$ cat src/rtl/mc_ctrl_pkg.sv
// Shared encodings for the multicycle MIPS-subset control unit: states, opcodes,
// funct codes, ALU operations, datapath select values and the registered control word.
package mc_ctrl_pkg;

    localparam int unsigned STATE_W  = 4;
    localparam int unsigned OP_W     = 6;
    localparam int unsigned FUNCT_W  = 6;
    localparam int unsigned ALU_OP_W = 3;
    localparam int unsigned SEL_W    = 2;

    typedef enum logic [STATE_W-1:0] {
        S_RST    = 4'd0,
        S_FETCH  = 4'd1,
        S_DECODE = 4'd2,
        S_EXEC_R = 4'd3,
        S_WB_R   = 4'd4,
        S_EXEC_I = 4'd5,
        S_WB_I   = 4'd6,
        S_ADDR   = 4'd7,
        S_MEM_RD = 4'd8,
        S_WB_LW  = 4'd9,
        S_MEM_WR = 4'd10,
        S_BRANCH = 4'd11,
        S_JUMP   = 4'd12,
        S_JAL    = 4'd13,
        S_JR     = 4'd14,
        S_TRAP   = 4'd15
    } state_e;

    typedef enum logic [ALU_OP_W-1:0] {
        ALU_ADD = 3'b000,
        ALU_SUB = 3'b001,
        ALU_AND = 3'b010,
        ALU_OR  = 3'b011,
        ALU_SLT = 3'b100
    } alu_op_e;

    localparam logic [OP_W-1:0] OP_RTYPE = 6'h00;
    localparam logic [OP_W-1:0] OP_J     = 6'h02;
    localparam logic [OP_W-1:0] OP_JAL   = 6'h03;
    localparam logic [OP_W-1:0] OP_BEQ   = 6'h04;
    localparam logic [OP_W-1:0] OP_BNE   = 6'h05;
    localparam logic [OP_W-1:0] OP_ADDI  = 6'h08;
    localparam logic [OP_W-1:0] OP_LW    = 6'h23;
    localparam logic [OP_W-1:0] OP_SW    = 6'h2B;

    localparam logic [FUNCT_W-1:0] FN_JR  = 6'h08;
    localparam logic [FUNCT_W-1:0] FN_ADD = 6'h20;
    localparam logic [FUNCT_W-1:0] FN_SUB = 6'h22;
    localparam logic [FUNCT_W-1:0] FN_AND = 6'h24;
    localparam logic [FUNCT_W-1:0] FN_OR  = 6'h25;
    localparam logic [FUNCT_W-1:0] FN_SLT = 6'h2A;

    localparam logic [SEL_W-1:0] PCS_ALU    = 2'b00;
    localparam logic [SEL_W-1:0] PCS_ALUOUT = 2'b01;
    localparam logic [SEL_W-1:0] PCS_JUMP   = 2'b10;
    localparam logic [SEL_W-1:0] PCS_REG_A  = 2'b11;

    localparam logic [SEL_W-1:0] SRCB_REG_B   = 2'b00;
    localparam logic [SEL_W-1:0] SRCB_FOUR    = 2'b01;
    localparam logic [SEL_W-1:0] SRCB_IMM     = 2'b10;
    localparam logic [SEL_W-1:0] SRCB_IMM_SH2 = 2'b11;

    localparam logic [SEL_W-1:0] RDST_RT = 2'b00;
    localparam logic [SEL_W-1:0] RDST_RD = 2'b01;
    localparam logic [SEL_W-1:0] RDST_RA = 2'b11;

    localparam logic [SEL_W-1:0] M2R_ALUOUT = 2'b00;
    localparam logic [SEL_W-1:0] M2R_MDR    = 2'b01;
    localparam logic [SEL_W-1:0] M2R_PC     = 2'b10;

    // Every registered control output except the branch-conditional PC write.
    typedef struct packed {
        logic             pc_write;
        logic [SEL_W-1:0] pc_source;
        logic             i_or_d;
        logic             mem_read;
        logic             mem_write;
        logic             ir_write;
        logic             aluout_write;
        logic             alu_src_a;
        logic [SEL_W-1:0] alu_src_b;
        alu_op_e          alu_op;
        logic [SEL_W-1:0] reg_dst_sel;
        logic [SEL_W-1:0] mem_to_reg;
        logic             reg_write;
        logic             trap;
    } ctrl_t;

    localparam ctrl_t CTRL_IDLE = '0;

endpackage

$ cat src/rtl/mc_funct_decode.sv
// R-type funct decoder: ALU operation, legal-arithmetic flag and jr detection.
module mc_funct_decode
    import mc_ctrl_pkg::*;
(
    input  logic [FUNCT_W-1:0]  funct,
    output logic [ALU_OP_W-1:0] alu_op,
    output logic                valid,
    output logic                is_jr
);

    always_comb begin
        alu_op = ALU_ADD;
        valid  = 1'b0;
        is_jr  = 1'b0;
        case (funct)
            FN_ADD: begin alu_op = ALU_ADD; valid = 1'b1; end
            FN_SUB: begin alu_op = ALU_SUB; valid = 1'b1; end
            FN_AND: begin alu_op = ALU_AND; valid = 1'b1; end
            FN_OR:  begin alu_op = ALU_OR;  valid = 1'b1; end
            FN_SLT: begin alu_op = ALU_SLT; valid = 1'b1; end
            FN_JR:  is_jr = 1'b1;
            default: ;
        endcase
    end

endmodule

$ cat src/rtl/mc_control_fsm.sv
// Multicycle MIPS-subset control unit. Control outputs are registered from the
// next state so they line up with state_dbg; only pc_write_cond follows zero live.
module mc_control_fsm
    import mc_ctrl_pkg::*;
#(
    parameter int unsigned MEM_WAIT = 2
) (
    input  logic                clk,
    input  logic                reset,
    input  logic [OP_W-1:0]     opcode,
    input  logic [FUNCT_W-1:0]  funct,
    input  logic                zero,
    output logic                pc_write,
    output logic                pc_write_cond,
    output logic [SEL_W-1:0]    pc_source,
    output logic                i_or_d,
    output logic                mem_read,
    output logic                mem_write,
    output logic                ir_write,
    output logic                aluout_write,
    output logic                alu_src_a,
    output logic [SEL_W-1:0]    alu_src_b,
    output logic [ALU_OP_W-1:0] alu_op,
    output logic [SEL_W-1:0]    reg_dst_sel,
    output logic [SEL_W-1:0]    mem_to_reg,
    output logic                reg_write,
    output logic                trap,
    output logic [STATE_W-1:0]  state_dbg
);

    localparam int unsigned     CNT_W    = (MEM_WAIT > 1) ? $clog2(MEM_WAIT) : 1;
    localparam logic [CNT_W-1:0] CNT_LAST = CNT_W'(MEM_WAIT - 1);

    state_e            state_q, state_d;
    logic [CNT_W-1:0]  cnt_q, cnt_d;
    ctrl_t             ctrl_q, ctrl_d;
    logic              bne_q, bne_d;
    logic              mem_last;
    logic              mem_last_d;

    logic [ALU_OP_W-1:0] fn_alu_op;
    logic                fn_valid;
    logic                fn_is_jr;

    mc_funct_decode u_funct_decode (
        .funct  (funct),
        .alu_op (fn_alu_op),
        .valid  (fn_valid),
        .is_jr  (fn_is_jr)
    );

    assign mem_last = (cnt_q == CNT_LAST);

    // Next state, wait counter, and the control word belonging to the next state.
    always_comb begin
        state_d    = state_q;
        cnt_d      = '0;
        bne_d      = bne_q;
        ctrl_d     = CTRL_IDLE;
        mem_last_d = 1'b0;

        case (state_q)
            S_RST:    state_d = S_FETCH;
            S_FETCH: begin
                if (mem_last) state_d = S_DECODE;
                else          cnt_d   = cnt_q + CNT_W'(1);
            end
            S_DECODE: begin
                bne_d = (opcode == OP_BNE);
                case (opcode)
                    OP_RTYPE:       state_d = fn_is_jr ? S_JR : (fn_valid ? S_EXEC_R : S_TRAP);
                    OP_ADDI:        state_d = S_EXEC_I;
                    OP_LW, OP_SW:   state_d = S_ADDR;
                    OP_BEQ, OP_BNE: state_d = S_BRANCH;
                    OP_J:           state_d = S_JUMP;
                    OP_JAL:         state_d = S_JAL;
                    default:        state_d = S_TRAP;
                endcase
            end
            S_EXEC_R: state_d = S_WB_R;
            S_WB_R:   state_d = S_FETCH;
            S_EXEC_I: state_d = S_WB_I;
            S_WB_I:   state_d = S_FETCH;
            S_ADDR:   state_d = (opcode == OP_LW) ? S_MEM_RD : S_MEM_WR;
            S_MEM_RD: begin
                if (mem_last) state_d = S_WB_LW;
                else          cnt_d   = cnt_q + CNT_W'(1);
            end
            S_WB_LW:  state_d = S_FETCH;
            S_MEM_WR: begin
                if (mem_last) state_d = S_FETCH;
                else          cnt_d   = cnt_q + CNT_W'(1);
            end
            S_BRANCH, S_JUMP, S_JAL, S_JR: state_d = S_FETCH;
            S_TRAP:   state_d = S_TRAP;
            default:  state_d = S_TRAP;
        endcase

        mem_last_d = (cnt_d == CNT_LAST);

        case (state_d)
            S_FETCH: begin
                ctrl_d.mem_read  = 1'b1;
                ctrl_d.i_or_d    = 1'b0;
                ctrl_d.alu_src_a = 1'b0;
                ctrl_d.alu_src_b = SRCB_FOUR;
                ctrl_d.alu_op    = ALU_ADD;
                ctrl_d.pc_source = PCS_ALU;
                ctrl_d.ir_write  = mem_last_d;
                ctrl_d.pc_write  = mem_last_d;
            end
            S_DECODE: begin
                ctrl_d.alu_src_b    = SRCB_IMM_SH2;
                ctrl_d.alu_op       = ALU_ADD;
                ctrl_d.aluout_write = 1'b1;
            end
            S_EXEC_R: begin
                ctrl_d.alu_src_a    = 1'b1;
                ctrl_d.alu_src_b    = SRCB_REG_B;
                ctrl_d.alu_op       = alu_op_e'(fn_alu_op);
                ctrl_d.aluout_write = 1'b1;
            end
            S_WB_R: begin
                ctrl_d.reg_dst_sel = RDST_RD;
                ctrl_d.mem_to_reg  = M2R_ALUOUT;
                ctrl_d.reg_write   = 1'b1;
            end
            S_EXEC_I, S_ADDR: begin
                ctrl_d.alu_src_a    = 1'b1;
                ctrl_d.alu_src_b    = SRCB_IMM;
                ctrl_d.alu_op       = ALU_ADD;
                ctrl_d.aluout_write = 1'b1;
            end
            S_WB_I: begin
                ctrl_d.reg_dst_sel = RDST_RT;
                ctrl_d.mem_to_reg  = M2R_ALUOUT;
                ctrl_d.reg_write   = 1'b1;
            end
            S_MEM_RD: begin
                ctrl_d.i_or_d   = 1'b1;
                ctrl_d.mem_read = 1'b1;
            end
            S_WB_LW: begin
                ctrl_d.reg_dst_sel = RDST_RT;
                ctrl_d.mem_to_reg  = M2R_MDR;
                ctrl_d.reg_write   = 1'b1;
            end
            S_MEM_WR: begin
                ctrl_d.i_or_d    = 1'b1;
                ctrl_d.mem_write = 1'b1;
            end
            S_BRANCH: begin
                ctrl_d.alu_src_a = 1'b1;
                ctrl_d.alu_src_b = SRCB_REG_B;
                ctrl_d.alu_op    = ALU_SUB;
                ctrl_d.pc_source = PCS_ALUOUT;
            end
            S_JUMP: begin
                ctrl_d.pc_write  = 1'b1;
                ctrl_d.pc_source = PCS_JUMP;
            end
            S_JAL: begin
                ctrl_d.pc_write    = 1'b1;
                ctrl_d.pc_source   = PCS_JUMP;
                ctrl_d.reg_write   = 1'b1;
                ctrl_d.reg_dst_sel = RDST_RA;
                ctrl_d.mem_to_reg  = M2R_PC;
            end
            S_JR: begin
                ctrl_d.pc_write  = 1'b1;
                ctrl_d.pc_source = PCS_REG_A;
            end
            S_TRAP:  ctrl_d.trap = 1'b1;
            default: ;
        endcase
    end

    // State, counter, branch sense and control word; reset also aborts any memory access.
    always_ff @(posedge clk or negedge reset) begin
        if (!reset) begin
            state_q <= S_RST;
            cnt_q   <= '0;
            ctrl_q  <= CTRL_IDLE;
            bne_q   <= 1'b0;
        end else begin
            state_q <= state_d;
            cnt_q   <= cnt_d;
            ctrl_q  <= ctrl_d;
            bne_q   <= bne_d;
        end
    end

    // zero is only meaningful during BRANCH, so the conditional write follows it directly.
    assign pc_write_cond = (state_q == S_BRANCH) && (zero != bne_q);

    assign pc_write     = ctrl_q.pc_write;
    assign pc_source    = ctrl_q.pc_source;
    assign i_or_d       = ctrl_q.i_or_d;
    assign mem_read     = ctrl_q.mem_read;
    assign mem_write    = ctrl_q.mem_write;
    assign ir_write     = ctrl_q.ir_write;
    assign aluout_write = ctrl_q.aluout_write;
    assign alu_src_a    = ctrl_q.alu_src_a;
    assign alu_src_b    = ctrl_q.alu_src_b;
    assign alu_op       = ctrl_q.alu_op;
    assign reg_dst_sel  = ctrl_q.reg_dst_sel;
    assign mem_to_reg   = ctrl_q.mem_to_reg;
    assign reg_write    = ctrl_q.reg_write;
    assign trap         = ctrl_q.trap;
    assign state_dbg    = state_q;

endmodule
$ cat config.mk
export PLATFORM = sky130hd
export DESIGN_NAME = mc_control_fsm
export DESIGN_NICKNAME = d
export VERILOG_FILES = /design/src/rtl/mc_ctrl_pkg.sv /design/src/rtl/mc_funct_decode.sv /design/src/rtl/mc_control_fsm.sv
export SDC_FILE = /design/constraint.sdc
export NUM_CORES = 1
export LEC_CHECK = 0
export CORE_UTILIZATION = 47
export CTS_CLUSTER_SIZE = 12
export DETAILED_ROUTE_END_ITERATION = 10
export MAX_ROUTING_LAYER = met4
export PLACE_DENSITY_LB_ADDON = 0.1
export SYNTH_ARGS = -nofsm -noshare
export SYNTH_HDL_FRONTEND = slang
export SYNTH_SLANG_ARGS = --single-unit
$ cat constraint.sdc
create_clock -name clk -period 2.37 [get_ports clk]
set_input_delay 0.5925 -clock clk [delete_from_list [all_inputs] [get_ports clk]]
set_output_delay 0.5925 -clock clk [all_outputs]
set_load 0.01 [all_outputs]
Yosys cells after proc, flatten, opt, wreduce, memory -nomap -nowiden

Cells that the tools add are included.

Output and inout port bits: 25
Register bits: 26

Reductions and logical operators: 15
Multiplexer cells: 24
Equal/unequal tests: 44
Add/subtract/negate cells: 1

Operators by type and width:

| cell               | count |
|---|---|
| $eq 4x4->1 const B | 16 |
| $eq 6x6->1 const B | 7 |
| $pmux 4 s9         | 1 |
| $eq 4x3->1 const B | 8 |
| $pmux 5 s5         | 1 |
| $pmux 4 s6         | 1 |
| $mux 4             | 5 |
| $pmux 5 s4         | 1 |
| $eq 4x2->1 const B | 4 |
| $eq 6x2->1 const B | 2 |
| $eq 6x3->1 const B | 2 |
| $eq 6x4->1 const B | 2 |
| $pmux 3 s4         | 1 |
| $reduce_or 2->1    | 6 |
| $mux 1             | 11 |
| $eq 4x1->1 const B | 2 |
| $reduce_or 4->1    | 2 |
| $reduce_or 8->1    | 1 |
| $logic_not 6->1    | 1 |
| $pmux 2 s3         | 1 |
| $reduce_or 3->1    | 2 |
| $reduce_or 5->1    | 1 |
| $logic_not 4->1    | 1 |
| $mux 2             | 1 |
| 4 further kinds    | 4 |

Logic depth before layout (Yosys ltp)

Gate-level depths: netlist (run 1).

Word-level depth: 10
Mapped depth: 9

Cells and area by module

From an unflattened synthesis (run 1), not the netlist that was laid out.

Cells, all modules: 148
Area, all modules: 1396.3 um2

Modules (own cells, without submodules):

| module          | sequential area each (um2) | cells each | instances | area an instance (um2) |
|---|---|---|---|---|
| mc_control_fsm  | 625.6                      | 134        | 1         | 1297.5 |
| mc_funct_decode | 0.0                        | 14         | 1         | 98.8 |

Least setup slack after synthesis (run 1)

No wires, ideal clock.

Kind: input-to-reg
From: input opcode[1]
To: register ctrl_q (netlist bit mem_read)
Slack: 0.171 ns
Library setup time: 0.066 ns
Data arrival time: 2.133 ns
Buffers on the path: 1
Stages on the path: 7
Cell sequence: buf_2 or4_1 o31a_2 nor2_4 inv_2 nor2_1 and2_1

RTL lines:

| element                | RTL line              | source |
|---|---|---|
| start: declaration     | mc_control_fsm.sv:10  | `input logic [OP_W-1:0] opcode,` |
| end signal: assignment | mc_control_fsm.sv:188 | `ctrl_q <= ctrl_d;` |
| end: declaration       | mc_control_fsm.sv:36  | `ctrl_t ctrl_q, ctrl_d;` |

==> results.toml, run 1 <==
[finish]
mostFrequentLayoutCells = "38 x clkdlybuf4s50_1, 34 x buf_4, 25 x dfrtp_1, 10 x nor2_1, 9 x nand2_1"
antenna_cells = 0
largest_register_ffs = 4
nets = 224
final_util_pct = 74.93
stdcell_count = 239
final_area_sq_mm = 0.002102
fillers = 206
mostFrequentLayoutCell = "clkdlybuf4s50_1"
drive_above_1_share_pct = 28.85
syn_to_final_growth_pct = 47.76

[drt]
firstDrtPassIters = 7
wl_microns = 3428
num_vias = 1362
drc_errors = 8
antenna_left = 0
viasPerCell = 5.699
drt_iter0_drc = 55
detail_route.wl_per_cell_microns = 14.34

[global_route]
grt_pass1_vias = 1321
antenna_found_initial = 0
grt_max_degree = 26
grt_pass1_wl_microns = 5664
grt.overflow.total = 0
track_usage_pct = 23.08

[sta]
hold_viol = 0
fmax_mhz = 429.7
tns_ps = 0
grt_setup_unrepaired = "true"
drv_slew = 0
max_slew_margin_pct = 76.85
layout_setup_ws_ps = 42.86
tightest_slew_ps = 337.7
post-route-min-period_ps = 2327
setup_viol = 0
skew_ps = 2.102
period_share_pct = 98.19

[critical_path]
critical_path_buf_inv_count = 5
crit_path_frequent_cell = "buf_4"
cpLargestDelayFamily = "buffers and inverters"
worstPathRequired_ps = 2600
path_class = "in2reg"
crit_fanout = 5
critPathMaxStageDelay_ps = 520
critPathLaunchType = "input pin"
crit_path_end_kind = "register"
critPathArrivalTime_ps = 2560
crit_chain = "clkdlybuf4s50_1 > buf_4 > buf_4 > nor2b_1 > o211ai_1 > a21oi_1 > buf_4 > o221ai_4 > buf_4 > xnor2_2 > nor3_2"
cp_slowest_cell = "clkdlybuf4s50_1"

[clock_network]
numCtsBuffers = 3
htreeDepth = 1
clkLatencyLatePin_ps = 310
cts_max_path_buffers = 2
cts_root_buf = "clkbuf_4"
cts_tree = "built"
path_clk_slew_ps = 130
clkSinkCount = 25

[synthesis]
synthDistinctLibCells = 53
synth_seq_cells = 25
synth_top_area_share_pct = 43.98
syn_area_sq_mm = 0.001423
synth_ff_type = "dfrtp_1"
synthCells = 141
synth-edff-count = 0
synth.avg_cell_area_sq_um = 10.09
async_reset_ff_share_pct = 100.0
yosys_warnings = 0
synth_area_leaders = "dfrtp_1 44%, nor2_1 2.6%, nand2_1 2.4%"
mappedNetlistNets = 156
ys_seq_area_share_pct = 43.98
yosys.area.top_type = "dfrtp_1"

[pwr]
p_sw_share_pct = 40.37
p_int_mw = 1.376
p_leak_nw = 0.9049
p_comb_share_pct = 64.7
power_frac_seq_pct = 27.4
p_sw_mw = 0.9318
power_density_mw_per_mm2 = 1098
ir_drop_v = 0.0008392
clkPwrFrac_pct = 7.9

[min_path]
holdCritPathClass = "reg2reg"

[run]
cap_violations = 0

[placement]
gp_congestion = 0.8591
placed_area_sq_mm = 0.002037
dp_hpwl_microns = 2596
dp.cells = 234
place_ws_ps = -434.2
portBuffers = 39

[floorplanning]
die_w_microns = 57.02
dieArea_sq_mm = 0.003251
coreArea_sq_mm = 0.002805
initial_core_util_pct = 50.71
io_pins = 40
dieHeight_microns = 57.02
row_count = 19

[run_status]
violations = "DRC"
status = "finished, violations left"
[timing repair]
item                                    4_1_cts  5_1_grt
setup buffers                                 1        0
hold buffers                                  0        0
cloned                                        0        0
resized for setup                             3        5
pin swaps                                     2        1
endpoints found under the setup margin       10       10
hold endpoints to repair                      0        0
[synth_stat cells (2+ instances only)]
cell	number
nor3_1	5
o22ai_1	2
nand3b_1	3
xnor2_1	3
and2_1	3
nor4_1	3
buf_6	2
nor4b_1	2
clkbuf_1	4
buf_4	2
buf_2	2
nor2_1	10
o21ai_0	4
nor3b_1	2
or4_1	2
o31ai_1	2
a21oi_1	6
nand2b_1	5
o211ai_1	2
and3_1	2
nand2_1	9
inv_1	5
nor2b_1	3
nand3_1	4
dfrtp_1	25
or3b_2	2
[power by group through the flow]
stage	sequential, mW	clock (mW)	combinational, mW
4_1_cts	0.633	0.188	1.45
3_3_place_gp	0.637	0	1.39
5_1_grt	0.645	0.204	1.61
6_report	0.632	0.183	1.49
2_1_floorplan	0.686	0	0.797
3_5_place_dp	0.643	0	1.42
[layer usage]
metal / track usage (%) / wire [microns]
met1: 28.49 / 1499
met2: 38.82 / 1735
met3: 3.855 / 136
met4: 7.317 / 57
met5: - / 0
[area by class of cell]
cell class	instances	area, sq um	area share (%)
Clock buffer	3	22.52	1.071
Timing Repair Buffer	73	644.4	30.65
Sequential cell	25	625.6	29.76
Clock inverter	1	5.005	0.2381
Multi-Input combinational cell	100	743.2	35.36
Tap cell	31	38.79	1.845
Inverter	6	22.52	1.071
[stage by stage]
stage / power (mW) / hold slack, ps
6_report: 2.308 / 516.9
5_1_grt: 2.462 / 553.6
4_1_cts: 2.273 / 516.3
3_5_place_dp: 2.061 / 498.4
3_3_place_gp: 2.031 / 485.6
2_1_floorplan: 1.483 / 296.9
[kinds of logic (layout without fill, tap and decap cells)]
| group | count (synthesis) | after routing | share of synthesized area (%) |
|---|---|---|---|
| AND/OR/NAND/NOR | 64 | 64 | 28.23 |
| XOR/XNOR | 3 | 3 | 1.847 |
| buffers and inverters | 16 | 83 | 5.980 |
| AO/OA/AOI/OAI | 31 | 31 | 18.47 |
| flip-flops | 25 | 25 | 43.98 |
| multiplexers | 2 | 2 | 1.495 |
[worst paths after layout]
check	startpoint	end	slack, ps	cells past startpoint
worst max-delay path	opcode[1]	alu_src_b[0]	40	11
worst max register to register	state_dbg[3]	alu_src_a	150	6
worst min register to register	cnt_q	cnt_q	520	1
min in group asynchronous	reset	bne_q	620	2
max in group asynchronous	reset	alu_op[0]	1510	2
worst min-delay path	cnt_q	cnt_q	520	1
Note: power is estimated with default switching activity, not from simulation.
==> inputs of run 2 (changes only) <==
GPL_TIMING_DRIVEN = 0   (was not set)
==> run 2 against run 1 <==
  * The run still ends with DRC left
  * Setup slack improved by 30 ps
  * Power decreased by 4.7%
  * Flip-flop and latch count unchanged
  * Critical path depth decreased by 3
  * Core utilization decreased by 7.0 points
  * Count of clock-buffer cells in the layout unchanged
  * Non-clock buffer count decreased by 23
  * Die area unchanged
  * Fmax increased by 1.3%
  * Cell count decreased by 9.6%
  * Routed wire length decreased by 4.4%
  * Via count decreased by 8.4%
==> results.toml, run 2 (synthesis gave the netlist of run 1 again) <==
[run_status]
violations = "DRC"
status = "finished, violations left"

[placement]
dp.cells = 209
portBuffers = 37
gp_congestion = 0.8225
placed_area_sq_mm = 0.001832
place_ws_ps = -630.4
dp_hpwl_microns = 2402

[floorplanning]
io_pins = 40
row_count = 19
initial_core_util_pct = 50.71
die_w_microns = 57.02
coreArea_sq_mm = 0.002805
dieHeight_microns = 57.02
dieArea_sq_mm = 0.003251

[sta]
hold_viol = 0
fmax_mhz = 435.4
post-route-min-period_ps = 2297
skew_ps = 3.312
layout_setup_ws_ps = 73.14
grt_setup_unrepaired = "false"
setup_viol = 0
drv_slew = 0
max_slew_margin_pct = 24.23
period_share_pct = 96.91
tightest_slew_ps = 1133

[finish]
nets = 201
stdcell_count = 216
ff_latch_area_sq_um = 625.6
syn_to_final_growth_pct = 34.04
multi_input_area_sq_um = 738.2
largest_register_ffs = 4
final_area_sq_mm = 0.001907
final_util_pct = 67.98
fillers = 231
antenna_cells = 0
mostFrequentLayoutCell = "clkdlybuf4s50_1"
drive_above_1_share_pct = 21.08
mostFrequentLayoutCells = "32 x clkdlybuf4s50_1, 25 x dfrtp_1, 9 x nor2_1, 9 x nand2_1, 6 x a21oi_1"

[clock_network]
cts_root_buf = "clkbuf_4"
clkLatencyLatePin_ps = 320
cts_max_path_buffers = 2
path_clk_slew_ps = 140
numCtsBuffers = 3
htreeDepth = 1
cts_tree = "built"
clkSinkCount = 25

[drt]
firstDrtPassIters = 7
antenna_left = 0
detail_route.wl_per_cell_microns = 15.17
wl_microns = 3277
drt_iter0_drc = 57
viasPerCell = 5.773
num_vias = 1247
drc_errors = 8

[global_route]
grt_pass1_wl_microns = 5589
busiest_layer = "met2"
grt.overflow.total = 0
antenna_found_initial = 0
grt_util_met1_pct = 30.56
grt_use_met3_pct = 2.721
grt_use_met2_pct = 37.98
track_usage_pct = 22.83
grt_pass1_vias = 1210
grt_max_degree = 26

[critical_path]
critPathLaunchType = "input pin"
crit_path_end_kind = "register"
reg2regPathDepth = 8
rrSetupSlack_ps = 110
endpoint = "alu_src_a"
crit_start = "funct[2]"
crit_fanout = 10
path_class = "in2reg"
critPathArrivalTime_ps = 2530
r2r_start = "state_dbg[2]"
worstPathRequired_ps = 2600
r2r-end = "alu_src_a"

[pwr]
ir_drop_v = 0.0009230
p_leak_nw = 0.7836
power_density_mw_per_mm2 = 1154

[min_path]
holdCritPathClass = "reg2reg"

[run]
cap_violations = 0
## run 2: report_power, final
group | switching, mW | internal (mW) | leakage [nW] | total (mW)
Combinational | 0.736 | 0.646 | 0.439 | 1.38
Sequential | 0.0542 | 0.565 | 0.331 | 0.619
Clock | 0.135 | 0.0645 | 0.0139 | 0.200
Total | 0.926 | 1.28 | 0.784 | 2.20
## run 2: cell type report
class,count,share of cell area [%]
Tap cell,31,2.034
Buffer,10,3.412
Multi-Input combinational cell,100,38.71
Clock buffer,3,1.181
Inverter,6,1.181
Sequential cell,25,32.81
Clock inverter,1,0.3937
Timing Repair Buffer,40,20.28
## run 2: how the worst min path moves through the flow
stage | cells past startpoint | slack [ps] | start | to
after floorplan | 0 | 300 | reset | alu_op[0]
after global placement | 1 | 490 | cnt_q | cnt_q
after detailed placement | 1 | 500 | cnt_q | cnt_q
after CTS | 1 | 520 | cnt_q | cnt_q
after global routing | 1 | 560 | cnt_q | cnt_q
final | 1 | 520 | cnt_q | cnt_q
## run 2: worst max-delay path, cell delays in order
cell,delay (ps)
clkdlybuf4s50_1,520
nor2b_2,220
o221ai_2,150
a2111oi_2,320
o211ai_1,140
buf_4,170
buf_4,170
o31ai_1,240
## run 2: per-layer routing
layer  routed length, microns  vias up
met5                        0        -
met4                       19        0
met3                      164        4
met2                     1661       46
met1                     1432      593
li1                         -      604
## run 2: metrics by stage
step	total power [mW]	TNS, ps	hold WS (ps)
after floorplan	1.483	0	296.9
after global placement	1.905	-10060	491.1
after detailed placement	1.936	-10880	500.3
after CTS	2.186	0	519.4
after global routing	2.350	0	560.5
final	2.201	0	515.0
## run 2: repair_timing
item,CTS,global route
gates resized for setup,12,3
setup endpoints to repair,19,12
cloned,0,0
pin swaps,2,0
buffers inserted,3,0
hold buffers,0,0
==> inputs of run 3 (changes only) <==
GPL_ROUTABILITY_DRIVEN = 0   (was not set)
==> results of run 3 <==
The final DEF is identical to that of run 2; final timing and power are the same.
